`src/rtl/fp_ieee754_pkg.sv`:
```
// ---------------------------------------------------------------------------
// fp_ieee754_pkg
// Shared IEEE-754 single-precision definitions for the float datapath
// (fadd_ieee754 and f2i_ieee754_seq).
//   - Field widths, exponent bias and the all-ones exponent code.
//   - Converter FSM state encoding.
//   - Field-slice helpers for sign, biased exponent and fraction.
// No ports (package).
// ---------------------------------------------------------------------------
package fp_ieee754_pkg;

   localparam int EXP_W   = 8;
   localparam int FRAC_W  = 23;
   localparam int BIAS    = 127;
   localparam int EXP_MAX = 255;

   typedef enum logic [1:0] {
      IDLE  = 2'd0,
      SHIFT = 2'd1,
      FIN   = 2'd2,
      DONE  = 2'd3
   } state_t;

   function automatic logic fp_sign(input logic [31:0] f);
      return f[31];
   endfunction

   function automatic logic [EXP_W-1:0] fp_exp(input logic [31:0] f);
      return f[30:23];
   endfunction

   function automatic logic [FRAC_W-1:0] fp_frac(input logic [31:0] f);
      return f[22:0];
   endfunction

endpackage

```
`src/rtl/f2i_unpack.sv`:
```
// ---------------------------------------------------------------------------
// f2i_unpack
// Combinational decode and classification of a single-precision operand for
// the float-to-int converter.
// Ports:
//   a          in   32  IEEE-754 single operand
//   sign       out  1   operand sign
//   mant       out  24  {1,frac}, or 0 when the exponent field is 0
//   e          out  10  unbiased exponent (signed)
//   is_zero    out  1   exponent field 0 (zero and flushed denormals)
//   is_nan_inf out  1   exponent field all ones
//   is_ovf     out  1   finite and e >= OUT_WIDTH-1
//   is_small   out  1   nonzero and e < 0 (magnitude below one)
//   shift_left out  1   e >= 23: mantissa moves left, else right
//   cnt        out  5   number of single-bit shifts, 0 for bypass cases
// ---------------------------------------------------------------------------
module f2i_unpack
   import fp_ieee754_pkg::*;
#(
   parameter int OUT_WIDTH = 32
) (
   input  logic [31:0]       a,
   output logic              sign,
   output logic [FRAC_W:0]   mant,
   output logic signed [9:0] e,
   output logic              is_zero,
   output logic              is_nan_inf,
   output logic              is_ovf,
   output logic              is_small,
   output logic              shift_left,
   output logic [4:0]        cnt
);

   localparam logic signed [9:0] E_OVF   = 10'(OUT_WIDTH - 1);
   localparam logic signed [9:0] E_POINT = 10'sd23;

   logic [EXP_W-1:0]  exp_s;
   logic [FRAC_W-1:0] frac_s;
   logic              bypass_s;

   // Field extraction, classification and shift distance
   always_comb begin
      exp_s      = fp_exp(a);
      frac_s     = fp_frac(a);
      sign       = fp_sign(a);
      e          = $signed({2'b00, exp_s}) - $signed(10'(BIAS));
      is_zero    = (exp_s == 8'd0);
      is_nan_inf = (exp_s == 8'(EXP_MAX));
      is_ovf     = !is_zero && !is_nan_inf && (e >= E_OVF);
      is_small   = !is_zero && (e < 10'sd0);
      // Denormals flush to zero exactly like the adder does
      mant       = is_zero ? 24'd0 : {1'b1, frac_s};
      shift_left = (e >= E_POINT);
      bypass_s   = is_zero || is_nan_inf || is_ovf || is_small;
      if (bypass_s) begin
         cnt = 5'd0;
      end else if (shift_left) begin
         cnt = 5'(e - E_POINT);
      end else begin
         cnt = 5'(E_POINT - e);
      end
   end

endmodule

```
`src/rtl/f2i_ieee754_seq.sv`:
```
// ---------------------------------------------------------------------------
// f2i_ieee754_seq
// Multi-cycle IEEE-754 single to signed OUT_WIDTH-bit integer converter.
// The mantissa is moved one bit per clock; latency from accept to out_valid
// is cnt+2 cycles (2 for zero, NaN/inf, overflow and |x|<1).
// Optional feature macro: ROUND_NEAREST_EN (round-to-nearest-even; when
// undefined the result truncates toward zero).
// Ports:
//   clk          in   1          rising-edge clock
//   rst          in   1          synchronous active-high reset
//   in_valid     in   1          in_a is valid
//   in_ready     out  1          converter can accept an operand (IDLE only)
//   in_a         in   32         IEEE-754 single operand
//   out_valid    out  1          result valid, held until out_ready
//   out_ready    in   1          consumer accepts the result
//   out_int      out  OUT_WIDTH  signed integer result
//   out_inexact  out  1          nonzero fraction bits were discarded
//   out_invalid  out  1          NaN, infinity or out of range; saturated
// ---------------------------------------------------------------------------
module f2i_ieee754_seq
   import fp_ieee754_pkg::*;
#(
   parameter int OUT_WIDTH = 32
) (
   input  logic                 clk,
   input  logic                 rst,
   input  logic                 in_valid,
   output logic                 in_ready,
   input  logic [31:0]          in_a,
   output logic                 out_valid,
   input  logic                 out_ready,
   output logic [OUT_WIDTH-1:0] out_int,
   output logic                 out_inexact,
   output logic                 out_invalid
);

   localparam int W = OUT_WIDTH;
   localparam logic [W:0]   MAG_MAX = {2'b00, {(W-1){1'b1}}};
   localparam logic [W:0]   MAG_MIN = {2'b01, {(W-1){1'b0}}};
   localparam logic [W-1:0] INT_MAX = {1'b0, {(W-1){1'b1}}};
   localparam logic [W-1:0] INT_MIN = {1'b1, {(W-1){1'b0}}};
   localparam logic signed [9:0] E_MIN_EXACT = 10'(W - 1);
   localparam logic signed [9:0] E_HALF      = -10'sd1;

   // Decoded operand
   logic              u_sign;
   logic [FRAC_W:0]   u_mant;
   logic signed [9:0] u_e;
   logic              u_zero;
   logic              u_nan_inf;
   logic              u_ovf;
   logic              u_small;
   logic              u_left;
   logic [4:0]        u_cnt;

   // Per-operation state
   state_t     state_r;
   logic [4:0] cnt_r;
   logic [W:0] work_r;
   logic       guard_r;
   logic       sticky_r;
   logic       sign_r;
   logic       nan_inf_r;
   logic       ovf_r;
   logic       min_exact_r;
   logic       left_r;

   // Finish-stage combinational results
   logic         round_inc_s;
   logic [W:0]   mag_s;
   logic [W-1:0] neg_s;
   logic         range_ovf_s;
   logic [W-1:0] fin_int_s;
   logic         fin_inexact_s;
   logic         fin_invalid_s;

   f2i_unpack #(
      .OUT_WIDTH (OUT_WIDTH)
   ) u_unpack (
      .a          (in_a),
      .sign       (u_sign),
      .mant       (u_mant),
      .e          (u_e),
      .is_zero    (u_zero),
      .is_nan_inf (u_nan_inf),
      .is_ovf     (u_ovf),
      .is_small   (u_small),
      .shift_left (u_left),
      .cnt        (u_cnt)
   );

   // Rounding increment, sign application and range saturation
   always_comb begin
`ifdef ROUND_NEAREST_EN
      // Nearest-even: round up above half, or at half when the lsb is odd
      round_inc_s = guard_r & (sticky_r | work_r[0]);
`else
      round_inc_s = 1'b0;
`endif
      mag_s         = work_r + {{W{1'b0}}, round_inc_s};
      neg_s         = ~mag_s[W-1:0] + {{(W-1){1'b0}}, 1'b1};
      // A negative result may reach 2^(W-1) in magnitude, a positive one may not
      range_ovf_s   = sign_r ? (mag_s > MAG_MIN) : (mag_s > MAG_MAX);
      fin_int_s     = '0;
      fin_inexact_s = 1'b0;
      fin_invalid_s = 1'b0;
      if (nan_inf_r) begin
         fin_int_s     = INT_MAX;
         fin_invalid_s = 1'b1;
      end else if (ovf_r) begin
         if (min_exact_r) begin
            fin_int_s = INT_MIN;
         end else begin
            fin_int_s     = sign_r ? INT_MIN : INT_MAX;
            fin_invalid_s = 1'b1;
         end
      end else if (range_ovf_s) begin
         fin_int_s     = sign_r ? INT_MIN : INT_MAX;
         fin_invalid_s = 1'b1;
         fin_inexact_s = guard_r | sticky_r;
      end else begin
         fin_int_s     = sign_r ? neg_s : mag_s[W-1:0];
         fin_inexact_s = guard_r | sticky_r;
      end
   end

   // Converter FSM with shift datapath and registered handshake/result outputs
   always_ff @(posedge clk) begin
      if (rst) begin
         state_r     <= IDLE;
         in_ready    <= 1'b1;
         out_valid   <= 1'b0;
         out_int     <= '0;
         out_inexact <= 1'b0;
         out_invalid <= 1'b0;
         cnt_r       <= 5'd0;
         work_r      <= '0;
         guard_r     <= 1'b0;
         sticky_r    <= 1'b0;
         sign_r      <= 1'b0;
         nan_inf_r   <= 1'b0;
         ovf_r       <= 1'b0;
         min_exact_r <= 1'b0;
         left_r      <= 1'b0;
      end else begin
         case (state_r)
            IDLE: begin
               if (in_valid) begin
                  sign_r      <= u_sign;
                  nan_inf_r   <= u_nan_inf;
                  ovf_r       <= u_ovf;
                  // Exactly -2^(W-1) is representable despite e == W-1
                  min_exact_r <= u_ovf && u_sign && (u_e == E_MIN_EXACT) &&
                                 (u_mant[FRAC_W-1:0] == 23'd0);
                  left_r      <= u_left;
                  cnt_r       <= u_cnt;
                  if (u_small) begin
                     // |x| < 1: the leading one is the guard only when e == -1
                     work_r   <= '0;
                     guard_r  <= (u_e == E_HALF);
                     sticky_r <= (u_e != E_HALF) || (u_mant[FRAC_W-1:0] != 23'd0);
                  end else if (u_ovf || u_nan_inf || u_zero) begin
                     work_r   <= '0;
                     guard_r  <= 1'b0;
                     sticky_r <= 1'b0;
                  end else begin
                     work_r   <= {{(W-23){1'b0}}, u_mant};
                     guard_r  <= 1'b0;
                     sticky_r <= 1'b0;
                  end
                  in_ready <= 1'b0;
                  state_r  <= SHIFT;
               end else begin
                  in_ready <= 1'b1;
                  state_r  <= IDLE;
               end
            end
            SHIFT: begin
               if (cnt_r == 5'd0) begin
                  state_r <= FIN;
               end else begin
                  cnt_r <= cnt_r - 5'd1;
                  if (left_r) begin
                     work_r <= {work_r[W-1:0], 1'b0};
                  end else begin
                     // Previous guard retires into sticky; new guard is the bit leaving
                     work_r   <= {1'b0, work_r[W:1]};
                     guard_r  <= work_r[0];
                     sticky_r <= sticky_r | guard_r;
                  end
                  state_r <= SHIFT;
               end
            end
            FIN: begin
               out_int     <= fin_int_s;
               out_inexact <= fin_inexact_s;
               out_invalid <= fin_invalid_s;
               out_valid   <= 1'b1;
               state_r     <= DONE;
            end
            DONE: begin
               if (out_ready) begin
                  out_valid <= 1'b0;
                  in_ready  <= 1'b1;
                  state_r   <= IDLE;
               end else begin
                  state_r <= DONE;
               end
            end
            default: begin
               state_r   <= IDLE;
               in_ready  <= 1'b1;
               out_valid <= 1'b0;
            end
         endcase
      end
   end

endmodule

```
`config.mk`:
```
export PLATFORM = sky130hd
export DESIGN_NAME = f2i_ieee754_seq
export DESIGN_NICKNAME = d
export VERILOG_FILES = /design/src/rtl/fp_ieee754_pkg.sv /design/src/rtl/f2i_unpack.sv /design/src/rtl/f2i_ieee754_seq.sv
export SDC_FILE = /design/constraint.sdc
export NUM_CORES = 1
export LEC_CHECK = 0
export BUFFER_PORTS_ARGS = -buffer_cell sky130_fd_sc_hd__clkbuf_2
export CORE_ASPECT_RATIO = 0.5
export CORE_MARGIN = 5
export CORE_UTILIZATION = 55
export CTS_CLUSTER_SIZE = 40
export DETAILED_ROUTE_END_ITERATION = 6
export HOLD_SLACK_MARGIN = 0.15
export PLACE_DENSITY = 0.77
export SLEW_MARGIN = 5
export SYNTH_ARGS = -nofsm -noshare
export SYNTH_HDL_FRONTEND = slang
export SYNTH_SLANG_ARGS = --single-unit
```
`constraint.sdc`:
```
create_clock -name clk -period 4.03 [get_ports clk]
set_input_delay 0.2015 -clock clk [delete_from_list [all_inputs] [get_ports clk]]
set_output_delay 0.2015 -clock clk [all_outputs]
set_load 0.01 [all_outputs]
```
==> results of run 1 <==
==> worst max-delay path, stage by stage, from the launching register on <==
cell and delay (ns):
dfxtp_1 0.37, inv_1 0.12, ha_1 0.19, nor3b_1 0.44, nand2_1 0.44, or4_4 0.73, o211ai_2 0.53, o211ai_1 0.18
a31oi_1 0.18
==> registers in the layout, summed over array words and instances, names as in the netlist, 2 cells and up <==
| register | flops |
|---|---|
| cnt_r | 5 |
| out_int | 32 |
| state_r | 2 |
| work_r | 33 |
==> kinds of logic (layout without fill, tap and decap cells) <==
logic type      after synthesis  count (layout)  share of synthesized area
buf+inv                      80             114                     0.0610
compound gates              228             228                      0.252
xor+xnor                     10              10                     0.0161
mux                          36              36                     0.0665
fa+ha+maj                     9               9                     0.0207
flops                        83              83                      0.306
simple gates                285             285                      0.278
==> through the flow <==
step	total power [mW]	cell area, µm²
after floorplan	2.10	5430
after global placement	2.43	5770
after detailed placement	2.45	5770
after CTS	3.19	6050
after global routing	3.43	6050
final	3.20	6050
==> per-layer routing <==
metal,routed length (µm),up-vias
met5,0,-
met4,172,0
met3,1320,20
met2,6850,231
met1,7190,2683
li1,-,2761
==> power groups by stage <==
stage / registers (mW) / logic [mW] / clock network, mW
finish: 1.21 / 1.25 / 0.737
global route: 1.24 / 1.40 / 0.786
CTS: 1.21 / 1.24 / 0.748
detailed placement: 1.22 / 1.23 / 0
global placement: 1.22 / 1.21 / 0
floorplan: 1.10 / 0.996 / 0
==> Yosys cell counts (all sizes together) (3+ instances only) <==
| master | number | area [µm²] |
|---|---|---|
| dfxtp | 83 | 1660 |
| nand4 | 14 | 87.6 |
| nand2 | 44 | 165 |
| o21a | 9 | 67.6 |
| or4 | 7 | 56.3 |
| a221oi | 3 | 26.3 |
| clkbuf | 48 | 180 |
| o211ai | 5 | 42.5 |
| and3 | 13 | 81.3 |
| a211oi | 7 | 52.6 |
| a31oi | 14 | 87.6 |
| a211o | 5 | 43.8 |
| nor2b | 12 | 75.1 |
| a21oi | 70 | 350 |
| nor2 | 78 | 305 |
| o31ai | 11 | 96.3 |
| mux2i | 35 | 350 |
| nor4 | 20 | 140 |
| nor3 | 45 | 230 |
| a31o | 3 | 26.3 |
| ha | 9 | 113 |
| nand3 | 14 | 70.1 |
| o21ai | 80 | 404 |
| or3 | 8 | 50.1 |
| inv | 14 | 52.6 |
| buf | 18 | 98.9 |
| xnor2 | 8 | 70.1 |
| a21boi | 3 | 22.5 |
| or2 | 4 | 25.0 |
| nor4b | 11 | 96.3 |
| o21bai | 3 | 22.5 |
==> worst min path at each step <==
stage                      from  slack [ns]  cells past startpoint     endpoint
floorplan             out_ready        0.36                      2     in_ready
global placement    min_exact_r        0.47                      2  min_exact_r
detailed placement  min_exact_r        0.48                      2  min_exact_r
CTS                     in_a[6]        0.16                      3    work_r[6]
global route            in_a[6]        0.17                      3    work_r[6]
finish                  in_a[6]        0.17                      3    work_r[6]
==> final cells by class <==
class,instances,area share
flip-flops and latches,83,0.275
clock inverters,7,0.00579
clock buffers,9,0.0372
repair buffers,84,0.0757
inverters,14,0.00869
well taps,135,0.0279
multi-input cells,568,0.570
==> placed cells by master (no fill, tap or decap), types with 10 or more instances in the layout <==
cell	n
a21oi_1	70
a31oi_1	14
and3_1	13
buf_4	11
clkbuf_2	71
dfxtp_1	82
inv_1	14
mux2i_1	35
nand2_1	44
nand3_1	14
nand4_1	14
nor2_1	75
nor2b_1	11
nor3_1	44
nor4_1	19
nor4b_1	11
o21ai_0	76
o31ai_1	10
==> repair_timing <==
item	in CTS	in global routing
buffers inserted	0	0
endpoints found under the hold margin	2	0
hold buffers	2	0
==> out/qor.csv, run 1 <==
metric,value,unit
Worst Path Arrival,3.53,ns
Clk network pwr share,0.230,
Die ar.,12100,µm²
Chip Width,151,µm
Synth Register Bits,83,
P_int,1.86,mW
drt first-iter violations,562,
Final Hold Fails,0,
footprint of the multi-input gates,3450,µm²
Die H,80.3,µm
total grt overflow,0,
MaxCap Viol Count,0,
leakage dissipation,2.34,nW
Global Route met3 Usage,0.0507,
Comb power frac,0.392,
Worst Tran Pin Value,1.03,ns
post-DP HPWL,11000,µm
layout cells sized above 1,0.159,
Setup crit start,work_r[0],
reg2reg start,work_r[0],
fmax,0.307,GHz
root buffer cell,clkbuf_16,
row cnt,25,
slew margin rel.,0.310,
Ys Warns,0,
R2R Setup Slk,0.77,ns
Net Switching,1.34,mW
Resized cells post-CTS,0,
I/O pin total,72,
vias per cell,6.33,
initial core utilization,0.570,
setup ws final,0.773,ns
Reg area,1660,µm²
TritonCTS clock tree,yes,
remaining antenna violation count,0,
Worst-Skew Late Latency,0.34,ns
largest net degree at the start of global routing,50,
fillcell total,908,
CTS Buf Count,9,
"EDFF count, synth",0,
clock-pin slew on the worst setup and hold paths,0.06,ns
Syn-to-layout area delta,11.3,%
remaining routing DRC violations,0,
core footprint,9540,µm²
Cells after Synth,731,
RSZ-0062 raised after global routing,false,
Reg2Reg Depth,8,
vias,5695,
met2 usage,0.425,
crit path to,out_int[4],
part of the cycle the worst path needs,0.808,
number of H-tree levels,3,
WHS,0.166,ns
met1 layer usage reported by global route,0.370,
initial antenna violation count,0,
final setup vio count,0,
CP max FO,12,
Sink Count,83,
clk buf depth,2,
Synth async-reset ratio,0,
most used routing layer,met2,
CP Launch Type,flop,
Reg power frac,0.378,
fin crit period,3.26,ns
Critical R2R Capture,out_int[4],
drt wl/cell,17.3,µm
final setup TNS,0,ns
GP Congestion,0.926,
sequential area share after synthesis,0.306,
Synth Flop Type,dfxtp_1,
Pwr per Cell Area,529,nW/µm²
Synth Cell Area,5430,µm²
1st-pass router iterations,6,
WP data required,4.30,ns
syn_area_per_cell,7.43,µm²
GR Util All Layers,0.265,
syn_nets,776,
Setup Crit Path Kind,flop to flop,
number of global-route vias before repair,5131,
Total Wirelength,15500,µm
fin util,0.634,
pre-CTS WS,0.865,ns
fin cells,900,
number of port buffers,71,
Synth cell types,66,
Pins Over Slew Limit,0,
Switching Fraction,0.419,
clock skew,0.00557,ns
Worst Hold Class,input pin to flop,
Nets,805,
first-pass GRT wire length,26100,µm
Worst VDD drop,225,µV
outcome,finished clean,
Worst setup EP type,flop,
Inst Count DP,882,
ant diodes,0,
No activity file was read; power rests on OpenSTA's default activity.
==> run 2: changes to the inputs <==
--- a/config.mk
+++ b/config.mk
@@ -5,6 +5,7 @@
 export SDC_FILE = /design/constraint.sdc
 export NUM_CORES = 1
 export LEC_CHECK = 0
+export ABC_AREA = 1
 export BUFFER_PORTS_ARGS = -buffer_cell sky130_fd_sc_hd__clkbuf_2
 export CORE_ASPECT_RATIO = 0.5
 export CORE_MARGIN = 5
==> constraint.sdc (replaced) <==
create_clock -name clk -period 3 [get_ports clk]
set_input_delay 0.15 -clock clk [delete_from_list [all_inputs] [get_ports clk]]
set_output_delay 0.15 -clock clk [all_outputs]
set_load 0.01 [all_outputs]
==> run 2 against run 1 <==
  * Wire length grew 2.7%
  * Non-clock buffer count increased by 25
  * First-iteration DRC count decreased by 8.0%
  * Critical path depth rose by 6
  * Global-route usage grew 0.37 points
  * Maximum frequency grew 40%
  * Worst setup slack lost 0.10 ns
  * Register-to-register slack worse by 0.10 ns
  * Critical endpoint is now out_int[23]
  * Largest power group unchanged
==> out/qor.csv, run 2 <==
metric,value,unit,change
part of the cycle the worst path needs,0.775,,-0.0327
Critical R2R Capture,out_int[23],,
most common cell in the synthesized netlist,nand2_1,,
R2R Setup Slk,0.67,ns,-0.10 ns
fin crit period,2.33,ns,-0.930 ns
total grt overflow,0,,unchanged
Reg area,1660,µm²,about the same
Chip Width,151,µm,about the same
"commonest non-fill, non-tap cell in the layout",nand2_1,,
"top cells by area, synth","dfxtp_1, nand2_1, o21ai_0",,
MaxCap Viol Count,0,,unchanged
Resized cells post-CTS,0,,unchanged
Worst setup EP type,flop,,
core footprint,9540,µm²,unchanged
final setup vio count,0,,unchanged
CP Buf/Inv Count,2,,+1
remaining antenna violation count,0,,unchanged
drt first-iter violations,517,,-8.0%
root buffer cell,clkbuf_16,,
met2 usage,0.400,,-0.0250
Ys Warns,0,,unchanged
# hold bufs at CTS,24,,+22
Global Route met3 Usage,0.0440,,-0.00676
Synth cell types,41,,-38%
Sink Count,83,,unchanged
Crit path largest cell delay,0.39,ns,-0.34 ns
Synth Cell Area,5430,µm²,about the same
CTS Buf Count,9,,unchanged
Worst Hold Class,input pin to flop,,
Comb power frac,0.535,,+0.143
largest net degree at the start of global routing,73,,+46%
Clk network pwr share,0.163,,-0.067
layout cells sized above 1,0.159,,-0.000941
Syn-to-layout area delta,17.2,%,
Total Wirelength,16000,µm,+2.7%
Biggest register,work_r,,
vias per cell,5.80,,-8.4%
Die H,80.3,µm,about the same
initial core utilization,0.569,,about the same
Switching Fraction,0.495,,+0.0754
Crit-path slowest cell,dfxtp_1,,
CP dominant cell by count,nand2_1,,
top-area cell type share of the netlist area,0.306,,about the same
slew margin rel.,0.396,,+0.0859
Worst Path Arrival,2.59,ns,-0.94 ns
Setup Crit Path Kind,flop to flop,,
row cnt,25,,unchanged
syn_nets,876,,+13%
Nets,942,,+17%
leakage dissipation,2.76,nW,+18%
worst hold path endpoint,in_ready,,
Reg2Reg Depth,14,,+6
GR Util All Layers,0.269,,+0.00373
Worst VDD drop,488,µV,+120%
number of global-route vias before repair,5272,,+2.7%
CP max FO,18,,+6
Pwr per Cell Area,1090,nW/µm²,+110%
setup bufs post-CTS,0,,unchanged
pre-CTS WS,0.706,ns,-0.158 ns
Synth Flop Type,dfxtp_1,,
clk buf depth,2,,unchanged
reg2reg start,work_r[1],,
Hold Path Depth,3,,unchanged
clock skew,0.00643,ns,+0.000866 ns
"EDFF count, synth",0,,unchanged
setup ws final,0.674,ns,-0.0996 ns
P_int,3.51,mW,+89%
RSZ-0062 raised after global routing,false,,
fin util,0.667,,+0.0330
1st-pass router iterations,5,,-1
outcome,finished clean,,
Net Switching,3.44,mW,+160%
fmax,0.430,GHz,+40%
CP Launch Type,flop,,
Pins Over Slew Limit,0,,unchanged
"commonest cells after routing, fill and taps aside","nand2_1, o21ai_0, dfxtp_1, a21oi_1, clkbuf_2",,
number of H-tree levels,3,,unchanged
Largest regs,"work_r x33, out_int x32, cnt_r x5",,
Synth async-reset ratio,0,,unchanged
WP data required,3.27,ns,-1.03 ns
sequential area share after synthesis,0.306,,about the same
TritonCTS clock tree,yes,,
vias,6019,,+5.7%
Die ar.,12100,µm²,about the same
Synth top cells by count,"nand2_1, o21ai_0, dfxtp_1",,
number of port buffers,71,,unchanged
most used routing layer,met2,,
first-pass GRT wire length,26100,µm,+0.11%
remaining routing DRC violations,0,,unchanged
clock-pin slew on the worst setup and hold paths,0.06,ns,about the same
hold_sp,out_ready,,
Synth area leader,dfxtp_1,,
footprint of the multi-input gates,3280,µm²,-5.0%
Worst-Skew Late Latency,0.34,ns,about the same
fillcell total,870,,-4.2%
Largest register FFs,33,,unchanged
GP Congestion,0.907,,-2.1%
syn_area_per_cell,6.53,µm²,-12%
drt wl/cell,15.4,µm,-11%
crit path cell chain,"inv_1, ha_1, nand3_1, nor2_2, nand2_1, nor2_2, nand4_1, nand2_2, nand2_4, inv_1, nand2_1, nand2_1, nand2_1, a21oi_1",,
Cells after Synth,831,,+14%
post-DP HPWL,11000,µm,-0.36%
Synth Register Bits,83,,unchanged
final setup TNS,0,ns,unchanged
initial antenna violation count,1,,+1
Final Hold Fails,0,,unchanged
"CP delay by family, top",simple AND/OR/NAND/NOR gates,,
Reg power frac,0.301,,-0.077
met1 layer usage reported by global route,0.399,,+0.0284
I/O pin total,72,,unchanged
Worst Tran Pin Value,0.900,ns,-0.134 ns
run 2: cell count changes after synthesis, moves of 13 or more:
cell      change
nand3_1      +31
xor2_1       +17
mux2i_1      -35
inv_1        +49
nor3_1       -40
nor4_1       -19
o21ai_1      +13
nand2_1     +139
and3_1       -13
o21ai_0      +26
a221oi_1     +22
run 2: cells by family after synthesis:
| family | synth area share |
|---|---|
| DFF | 0.306 |
| adders and majority gates | 0.0207 |
| AOI/OAI and AO/OA | 0.262 |
| xor gates and xnor gates | 0.0355 |
| buffers and inverters | 0.0924 |
| and+or+nand+nor | 0.283 |
run 2: worst min-delay path: stages:
cell      delay (ns)
clkbuf_2        0.09
inv_1           0.06
o311ai_0        0.12
run 2: power groups by stage:
| stage | sequential (mW) | clock [mW] | combinational, mW |
|---|---|---|---|
| final | 2.09 | 1.13 | 3.72 |
| after floorplan | 1.91 | 0 | 2.81 |
| after detailed placement | 2.08 | 0 | 3.59 |
| after global placement | 2.07 | 0 | 3.53 |
| after CTS | 2.06 | 1.15 | 3.65 |
| after global routing | 2.15 | 1.20 | 4.20 |
run 2: layer usage:
metal | part of all wire | up-vias | wire [µm]
li1 | - | 2939 | -
met5 | 0 | - | 0
met2 | 0.42 | 275 | 6650
met3 | 0.091 | 24 | 1460
met1 | 0.48 | 2781 | 7610
met4 | 0.015 | 0 | 232
run 2: per-stage QoR:
step | power, mW | hold slack, ns | instance area, µm² | instances
final | 6.94 | 0.153 | 6360 | 1038
after detailed placement | 5.68 | 0.413 | 5820 | 997
after global routing | 7.55 | 0.174 | 6360 | 1038
after CTS | 6.86 | 0.151 | 6360 | 1037
after global placement | 5.60 | 0.407 | 5820 | 997
after floorplan | 4.72 | 0.292 | 5430 | 831
run 2: how the worst max path moves through the flow:
stage,slack [ns],cells after the start,endpoint,start
2_1_floorplan,1.21,12,work_r[14],in_a[24]
3_3_place_gp,0.77,11,work_r[19],in_a[23]
3_5_place_dp,0.71,12,work_r[0],in_a[24]
4_1_cts,0.71,14,out_int[23],work_r[1]
5_1_grt,0.45,14,out_int[23],work_r[1]
6_report,0.67,14,out_int[23],work_r[1]
run 2: cell type report:
class,instances,area share
timing repair buffer,109,0.110
antenna,1,0.000393
sequential,83,0.261
clock buffer,11,0.0381
inverter,67,0.0395
tap,135,0.0265
clock inverter,5,0.00963
multi-input combinational,627,0.515
==> run 3: changes to the inputs <==
--- a/config.mk
+++ b/config.mk
@@ -5,11 +5,11 @@
 export SDC_FILE = /design/constraint.sdc
 export NUM_CORES = 1
 export LEC_CHECK = 0
-export ABC_AREA = 1
+export ABC_AREA = 0
 export BUFFER_PORTS_ARGS = -buffer_cell sky130_fd_sc_hd__clkbuf_2
 export CORE_ASPECT_RATIO = 0.5
 export CORE_MARGIN = 5
-export CORE_UTILIZATION = 55
+export CORE_UTILIZATION = 53
 export CTS_CLUSTER_SIZE = 40
 export DETAILED_ROUTE_END_ITERATION = 6
 export HOLD_SLACK_MARGIN = 0.15
==> constraint.sdc (replaced) <==
create_clock -name clk -period 1.9 [get_ports clk]
set_input_delay 0.095 -clock clk [delete_from_list [all_inputs] [get_ports clk]]
set_output_delay 0.095 -clock clk [all_outputs]
set_load 0.01 [all_outputs]
==> run 3 against run 2 <==
  * The run now ends with DRC, setup timing left
  * Register-to-register slack got worse by 1.3 ns
  * Largest power group unchanged
  * Clock skew increased by 0.0035 ns
  * Highest routed layer is now met5
  * Worst hold slack improved by 0.027 ns
  * Critical path type unchanged
  * Via count increased by 27%
  * Sequential power increased by 17%
==> out/qor.csv, run 3 (same netlist as run 1, synthesis figures left out) <==
metric,value,unit,change
placed inst area,6950,µm²,+19%
final setup TNS,-13.00,ns,-13.00 ns
first-pass GRT wire length,32900,µm,+26%
drt wl/cell,24.2,µm,+57%
Die H,81.6,µm,+1.7%
Chip Width,153,µm,+1.8%
1st-pass router iterations,7,,+2
initial core utilization,0.537,,-0.0321
root buffer cell,clkbuf_16,,
Crit path largest cell delay,0.63,ns,+0.24 ns
TritonCTS clock tree,yes,,
fin crit period,2.48,ns,+0.158 ns
Sink Count,83,,unchanged
worst hold path endpoint,in_ready,,
"CP delay by family, top",simple AND/OR/NAND/NOR gates,,
Crit-path slowest cell,or4_4,,
CP max FO,6,,-12
I/O pin total,72,,unchanged
WHS,0.180,ns,+0.0271 ns
Reg area,1680,µm²,+1.1%
hold_sp,rst,,
Clk network pwr share,0.205,,+0.042
Pwr per Cell Area,1160,nW/µm²,+6.5%
layout cells sized above 1,0.411,,+0.252
MaxCap Viol Count,0,,unchanged
footprint of the multi-input gates,3990,µm²,+22%
crit path cell chain,"inv_2, ha_4, nor3b_4, nand2_2, or4_4, buf_4, buf_6, nor4_2, o21ai_1, a31oi_1",,
RSZ-0062 raised after global routing,true,,
clk buf depth,2,,unchanged
remaining routing DRC violations,26,,+26
Setup Crit Path Kind,flop to flop,,
Syn-to-layout area delta,54.2,%,
Net Switching,4.18,mW,+22%
Pins Over Slew Limit,0,,unchanged
part of the cycle the worst path needs,1.31,,+0.532
number of global-route vias before repair,6487,,+23%
post-DP HPWL,13100,µm,+19%
WP data required,2.17,ns,-1.10 ns
fmax,0.402,GHz,-6.4%
outcome,"finished, violations left",,
"commonest cells after routing, fill and taps aside","buf_4, dfxtp_1, clkbuf_2, nor2_1, o21ai_0",,
slew margin rel.,0.435,,+0.0390
GR Util All Layers,0.327,,+0.0578
final setup vio count,42,,+42
Worst VDD drop,661,µV,+36%
Reg2Reg Depth,10,,-4
Largest register FFs,33,,unchanged
ant diodes,0,,-1
total grt overflow,0,,unchanged
row cnt,26,,+4.0%
failing checks,"DRC, setup timing",,
vias,7656,,+27%
clock-pin slew on the worst setup and hold paths,0.07,ns,about the same
fin util,0.828,,+0.161
initial antenna violation count,1,,unchanged
Worst-Skew Late Latency,0.36,ns,+0.02 ns
Comb power frac,0.544,,+0.009
drt first-iter violations,1615,,+210%
Worst Path Arrival,2.76,ns,+0.17 ns
Setup crit start,work_r[1],,
number of port buffers,71,,unchanged
Nets,990,,+5.1%
"commonest non-fill, non-tap cell in the layout",buf_4,,
number of H-tree levels,3,,unchanged
Worst Tran Pin Value,0.839,ns,-0.0607 ns
Switching Fraction,0.429,,-0.0658
vias per cell,7.02,,+21%
Biggest register,work_r,,
Total Wirelength,26400,µm,+65%
clock skew,0.00993,ns,+0.00349 ns
fillcell total,502,,-42%
R2R Setup Slk,-0.58,ns,-1.26 ns
Worst Hold Class,input pin to flop,,
Worst setup EP type,flop,,
Hold Path Depth,4,,+1
Reg power frac,0.251,,-0.050
leakage dissipation,3.44,nW,+25%
reg2reg start,work_r[1],,
total power,9.74,mW,+40%
Die ar.,12500,µm²,+3.5%
Largest regs,"work_r x33, out_int x32, cnt_r x5",,
Final Cell Area,8380,µm²,+32%
setup ws final,-0.585,ns,-1.26 ns
GP Congestion,0.974,,+7.4%
CP Launch Type,flop,,
CTS Buf Count,9,,unchanged
Critical R2R Capture,out_int[28],,
CP Buf/Inv Count,3,,+1
P_int,5.56,mW,+59%
largest net degree at the start of global routing,50,,-32%
core footprint,10100,µm²,+6.0%
remaining antenna violation count,0,,unchanged
Final Hold Fails,0,,unchanged
-- run 3: cell types whose count changed in the layout (fill, tap and decap cells not counted), sizes merged, moves of 22 or more --
| cell | delta |
|---|---|
| a221oi | -22 |
| inv | -49 |
| nand2 | -144 |
| buf | +154 |
| o21ai | -39 |
| nor3 | +41 |
| nand3 | -42 |
| mux2i | +35 |
-- run 3: how the worst max path moves through the flow --
stage / slack [ns] / to / cells past startpoint
final: -0.58 / out_int[28] / 10
after floorplan: -0.36 / out_int[13] / 8
after CTS: -0.33 / out_int[25] / 7
after detailed placement: -0.41 / cnt_r[4] / 9
after global placement: -0.31 / cnt_r[4] / 9
after global routing: -0.75 / out_int[28] / 10
-- run 3: metal layers --
| layer | vias to the layer above | global-route usage | routed length (µm) |
|---|---|---|---|
| met5 | - | 0 | 62 |
| met4 | 4 | 0.165 | 2490 |
| met3 | 311 | 0.0811 | 3680 |
| met2 | 790 | 0.568 | 11200 |
| met1 | 3414 | 0.384 | 8950 |
| li1 | 3137 | - | - |
-- run 3: layout make-up --
type	instances	area share
Sequential cell	83	0.200
Tap cell	140	0.0209
Multi-Input combinational cell	568	0.476
Timing Repair Buffer	269	0.257
Clock inverter	7	0.0118
Inverter	14	0.00687
Clock buffer	9	0.0269
-- run 3: power by group through the flow --
stage	combinational, mW	clock (mW)	sequential, mW
2_1_floorplan	2.22	0	2.34
3_3_place_gp	3.73	0	2.35
3_5_place_dp	3.81	0	2.37
4_1_cts	4.06	1.94	2.35
5_1_grt	5.51	2.05	2.46
6_report	5.30	2.00	2.44
-- run 3: stage by stage --
step / std cells / setup slack, ns
global route: 1090 / -0.750
finish: 1090 / -0.585
detailed placement: 1014 / -0.406
floorplan: 731 / -0.364
CTS: 1061 / -0.326
global placement: 1014 / -0.310
-- run 3: tightest hold or removal path: stages --
cell and delay, ns:
clkbuf_2 0.09, inv_1 0.08, buf_4 0.18, nand3_1 0.07
-- run 3: what timing repair did --
| action | in CTS | in global routing |
|---|---|---|
| resized for setup | 32 | 95 |
| pin swaps | 7 | 40 |
| hold buffers | 25 | 0 |
| buffers inserted | 3 | 25 |
| endpoints found under the setup margin | 49 | 65 |
| hold endpoints to repair | 28 | 0 |
| cloned | 3 | 5 |
